File: config.mk
export PLATFORM = sky130hd
export DESIGN_NAME = full_add_4
export DESIGN_NICKNAME = d
export VERILOG_FILES = /design/src/rtl/full_add_4_pkg.sv /design/src/rtl/full_add_4_fa1.sv /design/src/rtl/full_add_4.sv
export SDC_FILE = /design/constraint.sdc
export NUM_CORES = 1
export LEC_CHECK = 0
export CORE_AREA = 2 2 39 41
export DETAILED_ROUTE_END_ITERATION = 8
export DIE_AREA = 0 0 41 43
export DONT_BUFFER_PORTS = 1
export PLACE_DENSITY = 0.38
export SLEW_MARGIN = 20
export SYNTH_ARGS = -nofsm -noshare
export SYNTH_HDL_FRONTEND = slang
export SYNTH_SLANG_ARGS = --single-unit
File: constraint.sdc
create_clock -name clk -period 2.77 [get_ports clk]
set_input_delay 0.277 -clock clk [delete_from_list [all_inputs] [get_ports clk]]
set_output_delay 0.277 -clock clk [all_outputs]
set_load 0.05 [all_outputs]
File: src/rtl/full_add_4_pkg.sv
// Shared constants and helpers for the full_add_4 ripple-carry adder.
// Holds the production operand width and the signed-overflow rule.
package full_add_4_pkg;

    localparam int DEFAULT_WIDTH = 4;

    // Two's-complement overflow: the carry into the sign bit disagrees with the carry out of it.
    function automatic logic signed_overflow(input logic carry_into_msb,
                                             input logic carry_out_of_msb);
        return carry_into_msb ^ carry_out_of_msb;
    endfunction

endpackage

File: src/rtl/full_add_4_fa1.sv
// One-bit full adder cell; chained WIDTH times by full_add_4 to form the ripple chain.
module fa1 (
    input  logic a,
    input  logic b,
    input  logic ci,
    output logic s,
    output logic co
);

    logic w_prop;

    assign w_prop = a ^ b;
    assign s      = w_prop ^ ci;
    assign co     = (a & b) | (ci & w_prop);

endmodule

File: src/rtl/full_add_4.sv
// Ripple-carry adder with zero-latency sum/carry/overflow outputs and a
// one-cycle registered copy of the same three results.
module full_add_4
    import full_add_4_pkg::*;
#(
    parameter int WIDTH = DEFAULT_WIDTH
) (
    input  logic             clk,
    input  logic             rst_n,
    input  logic [WIDTH-1:0] A4,
    input  logic [WIDTH-1:0] B4,
    input  logic             CINf,
    output logic [WIDTH-1:0] SUM4,
    output logic             COUTf,
    output logic             OVFf,
    output logic [WIDTH-1:0] SUM4_q,
    output logic             COUTf_q,
    output logic             OVFf_q
);

    // w_carry[i] is the carry into bit i; w_carry[WIDTH] is the carry out of the MSB.
    logic [WIDTH:0]   w_carry;

    logic [WIDTH-1:0] r_sum;
    logic             r_cout;
    logic             r_ovf;

    assign w_carry[0] = CINf;

    for (genvar gi = 0; gi < WIDTH; gi++) begin : g_bit
        fa1 u_fa1 (
            .a  (A4[gi]),
            .b  (B4[gi]),
            .ci (w_carry[gi]),
            .s  (SUM4[gi]),
            .co (w_carry[gi+1])
        );
    end

    assign COUTf = w_carry[WIDTH];
    assign OVFf  = signed_overflow(w_carry[WIDTH-1], w_carry[WIDTH]);

    // NOTE: sequential state uses non-blocking assignments so every flop samples
    // the pre-edge combinational value, which gives the exact one-cycle latency.
    // NOTE: these are plain flops, not memories, so all of them are cleared by
    // the asynchronous reset and held at zero for as long as rst_n stays low.
    always_ff @(posedge clk or negedge rst_n) begin
        if (!rst_n) begin
            r_sum  <= '0;
            r_cout <= 1'b0;
            r_ovf  <= 1'b0;
        end else begin
            r_sum  <= SUM4;
            r_cout <= COUTf;
            r_ovf  <= OVFf;
        end
    end

    assign SUM4_q  = r_sum;
    assign COUTf_q = r_cout;
    assign OVFf_q  = r_ovf;

endmodule

==> metrics.yaml <==
critPathBufInv: 5
firstDrtPassIters: 1
drive_gt1_share_pct: 18.5
crit_type: "in2out"
max-cap-violations: 0
grt_pass1_vias: 183
rows: 14
cp_data_arrival_time_ns: 2.11
pin_count: 23
hold_class: "in2async"
hold_slack_ns: 0.340
die-area_um2: 1760
synth_xor_area_share_pct: 2.86
crit_fanout: 2
start_util_pct: 22.2
cts_tree: "built"
clock_path_buffers: 2
drtAntennaViolNets: 0
gp_congestion: 0.548
power_density_nw_per_um2: 972
synth-simple-area-share_pct: 0
port_buffers: 0
yosysWarnings: 0
synthAdderAreaFrac_pct: 26.1
hold_violations: 0
diodes: 0
cts.sinks: 6
synth.area.mux_share_pct: 0
synth_compound_area_share_pct: 0
crit_path_cell_trace: "fa_1 > inv_1 > fa_1 > inv_1 > fa_1 > inv_1 > fa_1 > inv_1 > buf_4"
overflow: 0
start_kind: "input pin"
numCtsBuffers: 3
htree_num_levels: 1
report.final.setup_viol: 0
clkTransAtPathRegs_ns: 0.04
synth.distinct_cells: 5
routed_wl_um: 523
tns_ns: 0
period_needed_ns: 2.39
slew_headroom_pct: 63.7
rsz0062_at_grt: "false"
synth_top_family_by_area: "adder cells"
die_y_um: 43
ctsResizeCount: 0
worst_pin_slew_ns: 0.543
max-vdd-ir-drop_mv: 0.139
final_nets: 44
status: "finished clean"
die_w_um: 41
post_drt_wl_per_cell_um: 12.2
fmax_mhz: 419
crit_path_top_delay_cell: "fa_1"
final_common_cell: "inv_1"
core_area_um2: 1380
grt_antenna_before_repair: 0
synth_nets: 40
crit_required_ns: 2.49
drv_slew: 0
ys_seq_area_share_pct: 49.0
syn_area_per_cell_um2: 12.3
grt_max_degree: 7
max_stage_delay_ns: 0.40
clockRootBuffer: "clkbuf_4"
p_leak_nw: 0.182
final_cell_mix: "inv_1, dfrtp_1, fa_1"
viasPerCell: 3.63
synth_area_um2: 307
drc: 0
crit_path_end_kind: "primary output"
vias: 156
ys_seq_elements: 6
finalCritPeriodShare_pct: 86.2
grt_usage_pct: 7.89
drt_iter0_markers: 0
grt_first_pass_wirelength_um: 772
synthCells: 25
crit_family: "adder cells"
area_delta_synth_final_pct: 12.2
[report_power, final]
part / switching, W / total, W / leakage (nW) / internal (W)
combinational: 0.0000735 / 0.0000954 / 0.0983 / 0.0000218
sequential: 0.0000595 / 0.000162 / 0.0699 / 0.000102
clock: 0.0000285 / 0.0000773 / 0.0138 / 0.0000488
[how the worst max path moves through the flow]
stage	startpoint	endpoint	cells after the start
finish	A4[0]	SUM4[3]	9
global route	A4[0]	SUM4[3]	9
CTS	A4[0]	SUM4[3]	9
detailed placement	A4[0]	SUM4[3]	9
global placement	A4[0]	SUM4[3]	9
floorplan	A4[0]	OVFf	8
[cells in the mapped netlist]
library cell	count	area share, %
xnor2_1	1	2.9
fa_1	4	26
buf_4	4	9.8
inv_1	10	12
dfrtp_1	6	49
[what timing repair did]
action                                  4_1_cts  5_1_grt
hold endpoints to repair                      6        0
hold buffers                                  1        0
setup buffers                                 0        0
endpoints found under the setup margin        0        0
[logic make-up (layout without fill, tap and decap cells)]
| kind of cell | after synthesis | count (layout) |
|---|---|---|
| buffers and inverters | 14 | 16 |
| DFF | 6 | 6 |
| adders and majority gates | 4 | 4 |
| xor gates and xnor gates | 1 | 1 |
[flip-flops by register name (all words and copies together) (netlist names)]
register,flops
SUM4_q,4
OVFf_q,1
COUTf_q,1
[final cells by class]
| class | count | area, um2 |
|---|---|---|
| inverters | 10 | 37.5 |
| multi-input cells | 5 | 88.8 |
| well taps | 16 | 20.0 |
| repair buffers | 3 | 25.0 |
| fillers | 156 | 1040 |
| clock buffers | 3 | 22.5 |
| flip-flops and latches | 6 | 150 |
[per-stage QoR]
stage          worst slack, ns  instance area, um2  utilization [%]  std cells  total power [W]
6_report                 0.383                 344             24.9         43         0.000334
3_5_place_dp             0.364                 312             22.5         39         0.000258
4_1_cts                  0.364                 344             24.9         43         0.000342
3_3_place_gp             0.401                 312             22.5         39         0.000257
2_1_floorplan            0.125                 307                -         25         0.000253
5_1_grt                  0.275                 344             24.9         43         0.000348
[per-layer routing]
layer | global-route usage [%] | up-vias | wire (um)
li1 | - | 65 | -
met1 | 4.95 | 76 | 135
met2 | 12.2 | 13 | 306
met3 | 0 | 2 | 54
met4 | 16.0 | 0 | 27
met5 | 0 | - | 0
(Power assumes the default switching activity.)
